<file path="src/rtl/spi_master_ctrl_if.sv">
// Host-side command/read-back bundle for spi_master_ctrl.
// master = host/test sequencer side, slave = controller side.
interface spi_master_ctrl_if #(
  parameter int FRAME_W = 10,
  parameter int DATA_W  = 8
);
  logic               cmd_valid;
  logic               cmd_ready;
  logic [FRAME_W-1:0] cmd_data;
  logic               busy;
  logic               rd_valid;
  logic [DATA_W-1:0]  rd_data;

  modport master (
    output cmd_valid, cmd_data,
    input  cmd_ready, busy, rd_valid, rd_data
  );

  modport slave (
    input  cmd_valid, cmd_data,
    output cmd_ready, busy, rd_valid, rd_data
  );
endinterface

</file>
<file path="src/rtl/spi_master_ctrl.sv">
// Master-side driver for the 10-bit SPI slave frame protocol, one bit per clk.
// Sends a command frame on MOSI and, for rd-data opcodes, captures DATA_W bits from MISO.
module spi_master_ctrl #(
  parameter int FRAME_W = 10,
  parameter int DATA_W  = 8,
  parameter int RD_WAIT = 2,
  parameter int GAP_CYC = 1
) (
  input  logic                 clk,
  input  logic                 rst_n,
  spi_master_ctrl_if.slave     host,
  input  logic                 MISO,
  output logic                 SS_n,
  output logic                 MOSI
);

  localparam int CNT_W = $clog2(FRAME_W + DATA_W + 16);
  localparam logic [CNT_W-1:0] LAST_SHIFT = CNT_W'(FRAME_W - 1);
  localparam logic [CNT_W-1:0] LAST_WAIT  = CNT_W'((RD_WAIT == 0) ? 0 : RD_WAIT - 1);
  localparam logic [CNT_W-1:0] LAST_CAPT  = CNT_W'(DATA_W - 1);
  localparam logic [CNT_W-1:0] LAST_GAP   = CNT_W'(GAP_CYC - 1);

  typedef enum logic [2:0] {
    IDLE  = 3'd0,
    CMD   = 3'd1,
    PAD   = 3'd2,
    SHIFT = 3'd3,
    WAIT  = 3'd4,
    CAPT  = 3'd5,
    GAP   = 3'd6
  } state_t;

  state_t             state, state_d;
  logic [CNT_W-1:0]   cnt, cnt_d;
  logic               is_rd, is_rd_d;
  logic [FRAME_W-1:0] sreg, sreg_d;
  logic [DATA_W-1:0]  cap, cap_d;

  logic               ss_n_q, ss_n_d;
  logic               mosi_q, mosi_d;
  logic               ready_q, ready_d;
  logic               busy_q, busy_d;
  logic               rd_valid_q, rd_valid_d;
  logic [DATA_W-1:0]  rd_data_q, rd_data_d;

  // Next-state and next-output logic; every output is registered below.
  always_comb begin
    state_d    = state;
    cnt_d      = cnt;
    is_rd_d    = is_rd;
    sreg_d     = sreg;
    cap_d      = cap;
    ss_n_d     = ss_n_q;
    mosi_d     = mosi_q;
    ready_d    = ready_q;
    busy_d     = busy_q;
    rd_valid_d = 1'b0;
    rd_data_d  = rd_data_q;

    case (state)
      IDLE: begin
        if (host.cmd_valid && ready_q) begin
          sreg_d  = host.cmd_data;
          is_rd_d = (host.cmd_data[FRAME_W-1 -: 2] == 2'b11);
          ss_n_d  = 1'b0;
          mosi_d  = host.cmd_data[FRAME_W-1];
          ready_d = 1'b0;
          busy_d  = 1'b1;
          cnt_d   = '0;
          state_d = CMD;
        end
      end

      // The slave reads the first MOSI bit as its write/read select.
      CMD: begin
        mosi_d  = sreg[FRAME_W-1];
        state_d = PAD;
      end

      PAD: begin
        mosi_d  = sreg[FRAME_W-1];
        cnt_d   = '0;
        state_d = SHIFT;
      end

      // PAD already put the MSB out, so SHIFT emits bit FRAME_W-2 downwards
      // and uses its final count to close the frame.
      SHIFT: begin
        if (cnt == LAST_SHIFT) begin
          mosi_d = 1'b0;
          cnt_d  = '0;
          if (is_rd) begin
            state_d = (RD_WAIT == 0) ? CAPT : WAIT;
          end else begin
            ss_n_d  = 1'b1;
            state_d = GAP;
          end
        end else begin
          mosi_d = sreg[FRAME_W-2];
          sreg_d = sreg << 1;
          cnt_d  = cnt + 1'b1;
        end
      end

      WAIT: begin
        if (cnt == LAST_WAIT) begin
          cnt_d   = '0;
          state_d = CAPT;
        end else begin
          cnt_d = cnt + 1'b1;
        end
      end

      CAPT: begin
        cap_d = {cap[DATA_W-2:0], MISO};
        if (cnt == LAST_CAPT) begin
          rd_data_d  = {cap[DATA_W-2:0], MISO};
          rd_valid_d = 1'b1;
          ss_n_d     = 1'b1;
          cnt_d      = '0;
          state_d    = GAP;
        end else begin
          cnt_d = cnt + 1'b1;
        end
      end

      GAP: begin
        if (cnt == LAST_GAP) begin
          ready_d = 1'b1;
          busy_d  = 1'b0;
          cnt_d   = '0;
          state_d = IDLE;
        end else begin
          cnt_d = cnt + 1'b1;
        end
      end

      default: begin
        state_d = IDLE;
        cnt_d   = '0;
        ss_n_d  = 1'b1;
        mosi_d  = 1'b0;
        ready_d = 1'b1;
        busy_d  = 1'b0;
      end
    endcase
  end

  // State and output registers; shift/capture registers carry no reset.
  always_ff @(posedge clk) begin
    if (!rst_n) begin
      state      <= IDLE;
      cnt        <= '0;
      is_rd      <= 1'b0;
      ss_n_q     <= 1'b1;
      mosi_q     <= 1'b0;
      ready_q    <= 1'b1;
      busy_q     <= 1'b0;
      rd_valid_q <= 1'b0;
      rd_data_q  <= '0;
    end else begin
      state      <= state_d;
      cnt        <= cnt_d;
      is_rd      <= is_rd_d;
      ss_n_q     <= ss_n_d;
      mosi_q     <= mosi_d;
      ready_q    <= ready_d;
      busy_q     <= busy_d;
      rd_valid_q <= rd_valid_d;
      rd_data_q  <= rd_data_d;
    end
    sreg <= sreg_d;
    cap  <= cap_d;
  end

  assign SS_n           = ss_n_q;
  assign MOSI           = mosi_q;
  assign host.cmd_ready = ready_q;
  assign host.busy      = busy_q;
  assign host.rd_valid  = rd_valid_q;
  assign host.rd_data   = rd_data_q;

endmodule

</file>
<file path="src/flat_wrapper.sv">
// flat-port wrapper written by rule: the top's interface ports become plain ports
module spi_master_ctrl_flat 
#(
  parameter int FRAME_W = 10,
  parameter int DATA_W  = 8,
  parameter int RD_WAIT = 2,
  parameter int GAP_CYC = 1
)
  (clk, rst_n, MISO, SS_n, MOSI, host_cmd_valid, host_cmd_data, host_cmd_ready, host_busy, host_rd_valid, host_rd_data);
  spi_master_ctrl_if #(.FRAME_W(FRAME_W), .DATA_W(DATA_W)) host_i ();
  input  logic clk;
  input  logic rst_n;
  input  logic MISO;
  output logic SS_n;
  output logic MOSI;
  input wire logic [$bits(host_i.cmd_valid)-1:0] host_cmd_valid;
  input wire logic [$bits(host_i.cmd_data)-1:0] host_cmd_data;
  output wire logic [$bits(host_i.cmd_ready)-1:0] host_cmd_ready;
  output wire logic [$bits(host_i.busy)-1:0] host_busy;
  output wire logic [$bits(host_i.rd_valid)-1:0] host_rd_valid;
  output wire logic [$bits(host_i.rd_data)-1:0] host_rd_data;
  assign host_i.cmd_valid = host_cmd_valid;
  assign host_i.cmd_data = host_cmd_data;
  assign host_cmd_ready = host_i.cmd_ready;
  assign host_busy = host_i.busy;
  assign host_rd_valid = host_i.rd_valid;
  assign host_rd_data = host_i.rd_data;
  spi_master_ctrl #(.FRAME_W(FRAME_W), .DATA_W(DATA_W), .RD_WAIT(RD_WAIT), .GAP_CYC(GAP_CYC)) u_core (.clk(clk), .rst_n(rst_n), .host(host_i), .MISO(MISO), .SS_n(SS_n), .MOSI(MOSI));
endmodule
</file>
<file path="config.mk">
export PLATFORM = sky130hd
export DESIGN_NAME = spi_master_ctrl_flat
export DESIGN_NICKNAME = d
export VERILOG_FILES = /design/src/rtl/spi_master_ctrl_if.sv /design/src/rtl/spi_master_ctrl.sv /design/src/flat_wrapper.sv
export SDC_FILE = /design/constraint.sdc
export NUM_CORES = 1
export LEC_CHECK = 0
export CORE_MARGIN = 1.5
export CORE_UTILIZATION = 44
export DETAILED_ROUTE_END_ITERATION = 6
export GPL_TIMING_DRIVEN = 0
export PLACE_DENSITY = 0.66
export SLEW_MARGIN = 40
export SYNTH_ARGS = -nofsm -noshare
export SYNTH_HDL_FRONTEND = slang
export SYNTH_SLANG_ARGS = --single-unit
</file>
<file path="constraint.sdc">
create_clock -name clk -period 2.32 [get_ports clk]
set_input_delay 0.464 -clock clk [delete_from_list [all_inputs] [get_ports clk]]
set_output_delay 0.464 -clock clk [all_outputs]
set_load 0.05 [all_outputs]
</file>
Yosys cells after proc, flatten, opt, wreduce, memory -nomap -nowiden
Index checks and enable logic that the tools add are counted.
{ "word_totals": {"output_inout_bits": 13, "in_bits": 14, "regBits": 40} }
{ "classes": {"n_eq_ne": 17, "n_reduce_logical": 17, "muxes": 30, "n_bitwise": 4, "add_sub_neg": 1} }
{ "op_table": {"columns": ["op", "n"], "rows": [
  ["one-hot mux 6 bit (6 select lines)", 1],
  ["2-to-1 mux 6 bit", 5],
  ["one-hot mux 3 bit (7 select lines)", 1],
  ["2-to-1 mux 10 bit", 2],
  ["one-hot mux 10 bit (2 select lines)", 1],
  ["2-to-1 mux 3 bit", 5],
  ["2-to-1 mux 1 bit", 10],
  ["inequality test 2 x 1 -> 1 bit (second input constant)", 5],
  ["AND reduction 2 bit", 5],
  ["AND reduction 5 bit", 2],
  ["equality test 3 bit (second input constant)", 3],
  ["one-hot mux 1 bit (4 select lines)", 2],
  ["adder 6 x 1 -> 6 bit (second input constant)", 1],
  ["equality test 3 x 2 -> 1 bit (second input constant)", 2],
  ["equality test 6 x 1 -> 1 bit (second input constant)", 1],
  ["equality test 6 x 3 -> 1 bit (second input constant)", 1],
  ["equality test 6 x 4 -> 1 bit (second input constant)", 1],
  ["logical NOT 6 bit", 1],
  ["one-hot mux 1 bit (3 select lines)", 2],
  ["AND reduction 3 bit", 2],
  ["OR reduction 5 bit", 1],
  ["inequality test 2 bit (second input constant)", 2],
  ["inverter 1 bit", 4],
  ["OR reduction 4 bit", 1],
  ["8 further kinds", 8]
]} }

Logic depth before layout (Yosys ltp)
{ "logic_depth": {"word_depth": 4, "depth_mapped": 6, "ltp_nobuf": 6} }

Least setup slack after synthesis
Ideal clock, no wire load.
{ "synth_timing": {"path_type": "reg2reg", "startpoint": "register u_core.ready_q (netlist: u_core.host.cmd_ready)", "endpoint": "register u_core.sreg[0] (enable)", "setup_ns": 0.340, "period_less_slack_ns": 1.818, "stages_incl_launch_ff": 4, "slack_ns": 0.502, "arrival_time_ns": 1.478, "cell_sequence": "dfxtp_1 > nand2_1 > nor4_1 > or2_1"} }
{ "synth_between": {"elab_chain_cells": 3} }
{ "synth_lines": {"columns": ["element", "line", "text"], "rows": [
  ["start, declared", "spi_master_ctrl.sv:41", "logic ready_q, ready_d;"],
  ["start signal, assigned", "spi_master_ctrl.sv:167", "ready_q <= ready_d;"],
  ["logical AND 1 bit", "spi_master_ctrl.sv:62", "if (host.cmd_valid && ready_q) begin"],
  ["inequality test 2 x 1 -> 1 bit (no source line)", null, null],
  ["AND reduction 3 bit (no source line)", null, null],
  ["end signal, assigned", "spi_master_ctrl.sv:172", "sreg <= sreg_d;"],
  ["end, declared", "spi_master_ctrl.sv:36", "logic [FRAME_W-1:0] sreg, sreg_d;"]
]} }
Every way passes these cells.
A chain may end at the register's enable or synchronous reset.

Final worst setup path
{ "layout_timing": {"startpoint": "register u_core.state[2]", "endpoint": "register u_core.sreg[8] (enable)"} }
{ "layout_between": {"elab_chain_cells": 3, "word_cells_on_any_way": 6} }
{ "layout_lines": {"columns": ["element", "line", "text"], "rows": [
  ["start, declared", "spi_master_ctrl.sv:33", "state_t state, state_d;"],
  ["start signal, assigned", "spi_master_ctrl.sv:162", "state <= state_d;"],
  ["equality test 3 x 2 -> 1 bit / logical NOT 3 bit (equally long branches)", "spi_master_ctrl.sv:60", "case (state)"],
  ["inequality test 2 bit (no source line), or another cell as far along", null, null],
  ["AND reduction 3 bit (no source line) *", null, null]
]} }
Every way passes the cells marked *; elsewhere a longest branch is shown, timed or not.

==> flow_metrics.env <==
export IMPL_drtAntennaViolNets=0
export IMPL_wire_per_inst_um=15.29
export IMPL_post_synth_num_cell_types=51
export IMPL_synth_cells=167
export IMPL_finish_net_count=217
export IMPL_setup_tns_ns=0
export IMPL_outcome="completed"
export IMPL_tritoncts="yes"
export IMPL_mostFrequentLayoutCell="sky130_fd_sc_hd__clkdlybuf4s50_1"
export IMPL_finalSetupViolations=0
export IMPL_cts_htree_levels=2
export IMPL_timing_final_max_slew_violations=0
export IMPL_start_kind="register"
export IMPL_areaGrowthSynthToFinish_pct=21.67
export IMPL_clk_transition_reported_paths_ns=0.08
export IMPL_coreArea_um2=4324
export IMPL_rrSetupSlack_ns=0.39
export IMPL_floorplan_initialDensity_pct=45.14
export IMPL_path_max_fanout=10
export IMPL_yosysSeqAreaShare_pct=49.74
export IMPL_period_minus_slack_ns=1.926
export IMPL_hpwl_mm=2.759
export IMPL_fmaxAchievable_mhz=519.2
export IMPL_leakagePower_nw=0.8378
export IMPL_final_hold_viol_count=0
export IMPL_place_ws_ns=0.05864
export IMPL_synth_enable_flop_cells=17
export IMPL_async_flop_share_pct=0
export IMPL_routabilityCongestion=0.8474
export IMPL_worstPathBufferInverterCount=1
export IMPL_remaining_max_slew_budget_at_the_tightest_pin_pct=65.76
export IMPL_max_clock_skew_ns=0.009639
export IMPL_antenna_found_initial=0
export IMPL_clock_insertion_delay_at_the_later_pin_of_the_skew_report_ns=0.30
export IMPL_cts_root_buffer_cell="sky130_fd_sc_hd__clkbuf_8"
export IMPL_min_path_cells=0
export IMPL_synth_seq_cells=40
export IMPL_synth_avg_cell_area_um2=11.69
export IMPL_whs_endpoint="u_core.cap[2]"
export IMPL_synth_top_cell_area_share_pct=26.15
export IMPL_worst_path_largest_cell_delay_ns=0.43
export IMPL_clk_path_buf_depth=2
export IMPL_dieHeight_um=69.61
export IMPL_powerDensity_nw_per_um2=650.1
export IMPL_max_slew_worst_pin_slew_ns=0.5083
export IMPL_hold_path_class="register to register"
export IMPL_clkSinkCount=40
export IMPL_reg2reg_from="u_core.state[2]"
export IMPL_grt_setup_unrepaired="no"
export IMPL_post_route_cells_drive_above_1_share_pct=13.43
export IMPL_synth_area_um2=1952
export IMPL_post_cts_resize_count=0
export IMPL_timing_hold_worst_start="u_core.cap[1]"
export IMPL_highest_ir_drop_seen_on_vdd_uv=391.4
export IMPL_ioPinCount=27
export IMPL_crit_required_ns=2.27
export IMPL_critPathArrivalTime_ns=1.88
export IMPL_die_area_um2=4845
export IMPL_critical_setup_path_kind="register to register"
export IMPL_grt_pass1_vias=1386
export IMPL_setup_ws_ns=0.3938
export IMPL_final_cell_mix="26 x sky130_fd_sc_hd__clkdlybuf4s50_1, 23 x sky130_fd_sc_hd__dfxtp_1, 17 x sky130_fd_sc_hd__edfxtp_1"
export IMPL_critical_path_top_delay_family="simple AND/OR/NAND/NOR gates"
export IMPL_grt_overflow_total=0
export IMPL_antenna_diode_count=0
export IMPL_holdBufCountCts=0
export IMPL_wl_mm=3.868
export IMPL_cts_buffers_inserted=5
export IMPL_endpoint_class_of_the_critical_path="register"
export IMPL_ys_warnings_count=0
export IMPL_ys_flop_type="sky130_fd_sc_hd__dfxtp_1"
export IMPL_drt_iter0_markers=60
export IMPL_grt_start_max_net_pins=14
export IMPL_wire_length_of_the_first_global_routing_pass_mm=6.458
export IMPL_worst_r2r_endpoint="u_core.sreg[8]"
export IMPL_fin_crit_sh_pct=83.03
export IMPL_die_w_um=69.61
export IMPL_synth_area_leader_cell="sky130_fd_sc_hd__edfxtp_1"
export IMPL_drt_first_pass_iters=4
export IMPL_routed_via_density=5.399
export IMPL_critical_path_cell_chain="buf_2 -> nand3b_1 -> a31oi_4 -> or2_1"
export IMPL_worst_r2r_cell_count=4
export IMPL_cell_types_with_the_largest_area_share_after_synthesis="sky130_fd_sc_hd__edfxtp_1 26%, sky130_fd_sc_hd__dfxtp_1 24%, sky130_fd_sc_hd__mux2i_1 4.6%"
export IMPL_dr_total_vias=1366
export IMPL_post_cts_setup_buffer_count=0
export IMPL_rows=24
export IMPL_io_buffers=26
export IMPL_post_route_drc_count=0
export IMPL_track_usage_pct=16.74
export IMPL_synthesis_nets=184
export IMPL_cap_viol_max_count=0
export IMPL_slowest_stage="sky130_fd_sc_hd__or2_1"
## synthesized netlist by cell type, types with 2 or more instances
| master | instances |
|---|---|
| sky130_fd_sc_hd__mux2i_1 | 9 |
| sky130_fd_sc_hd__nand3b_1 | 4 |
| sky130_fd_sc_hd__nor4_2 | 2 |
| sky130_fd_sc_hd__o21ai_1 | 4 |
| sky130_fd_sc_hd__nand2_1 | 7 |
| sky130_fd_sc_hd__ha_1 | 3 |
| sky130_fd_sc_hd__mux2_1 | 7 |
| sky130_fd_sc_hd__buf_2 | 4 |
| sky130_fd_sc_hd__dfxtp_1 | 23 |
| sky130_fd_sc_hd__mux2_2 | 2 |
| sky130_fd_sc_hd__o21ai_0 | 4 |
| sky130_fd_sc_hd__nor2_1 | 5 |
| sky130_fd_sc_hd__nor2b_1 | 8 |
| sky130_fd_sc_hd__nor3_1 | 5 |
| sky130_fd_sc_hd__inv_1 | 7 |
| sky130_fd_sc_hd__a21o_1 | 2 |
| sky130_fd_sc_hd__clkbuf_1 | 4 |
| sky130_fd_sc_hd__and2_1 | 2 |
| sky130_fd_sc_hd__nand3_1 | 4 |
| sky130_fd_sc_hd__and3_1 | 5 |
| sky130_fd_sc_hd__edfxtp_1 | 17 |
| sky130_fd_sc_hd__a21boi_1 | 3 |
| sky130_fd_sc_hd__o21a_1 | 3 |
| sky130_fd_sc_hd__a21oi_1 | 5 |
| sky130_fd_sc_hd__nor4_1 | 2 |
## kinds of logic after synthesis
group                    share of synthesized area [%]
XOR/XNOR                                        0.4488
AND/OR/NAND/NOR                                  18.21
buffers and inverters                            4.103
flip-flops                                       49.74
adder cells (fa/ha/maj)                          1.923
AO/OA/AOI/OAI                                    15.77
multiplexers                                     9.808
## metal layers
layer  global-route usage (%)  share of wire (%)  vias to the layer above
met1                    20.89                 44                      655
met5                        0                  0                        -
met4                    5.229                1.2                        0
met3                    4.651                3.6                        5
li1                         -                  -                      681
met2                    28.10                 51                       25
## final cells by class
class	count	area, um2
Fill cell	407	1949
Clock buffer	6	82.58
Timing Repair Buffer	26	260.3
Tap cell	52	65.06
Multi-Input combinational cell	110	900.9
Inverter	7	26.28
Clock inverter	2	15.01
Sequential cell	40	970.9
Buffer	10	53.80
## worst reg2reg max path, cell delays in order, from the launching register on
cell                       delay (ns)
sky130_fd_sc_hd__dfxtp_1         0.30
sky130_fd_sc_hd__buf_2           0.16
sky130_fd_sc_hd__nand3b_1        0.30
sky130_fd_sc_hd__a31oi_4         0.39
sky130_fd_sc_hd__or2_1           0.43
## power by group
| group | total (mW) | internal [mW] | switching [mW] |
|---|---|---|---|
| Clock | 0.489 | 0.241 | 0.248 |
| Combinational | 0.252 | 0.102 | 0.150 |
| Sequential | 0.803 | 0.780 | 0.0227 |
| Total | 1.54 | 1.12 | 0.421 |
## worst max path at each step
stage | start | endpoint | cells past startpoint
after floorplan | u_core.host.cmd_ready | u_core.sreg[0] | 3
after global placement | host_cmd_valid | u_core.sreg[0] | 4
after detailed placement | host_cmd_valid | u_core.sreg[2] | 4
after CTS | u_core.state[2] | u_core.sreg[8] | 4
after global routing | u_core.state[0] | u_core.sreg[8] | 3
final | u_core.state[2] | u_core.sreg[8] | 4
## flip-flops by register name, summed over array words and instances (netlist names)
name	cells
u_core.host.cmd_ready	1
u_core.sreg	10
u_core.host.rd_data	8
u_core.MOSI	1
u_core.SS_n	1
u_core.is_rd	1
u_core.host.rd_valid	1
u_core.state	3
u_core.cap	7
u_core.host.busy	1
u_core.cnt	6
## metrics by stage
step                instances  utilization [%]  hold slack (ns)  total power [mW]  cell area, um2
finish                    253            54.92           0.4572             1.544            2375
CTS                       253            54.92           0.4560             1.552            2375
global placement          245            52.66           0.4328             1.060            2277
floorplan                 167                -           0.4261            0.9859            1952
global route              253            54.92           0.4703             1.610            2375
detailed placement        245            52.66           0.4364             1.069            2277
Note: power is estimated with default switching activity, not from simulation.
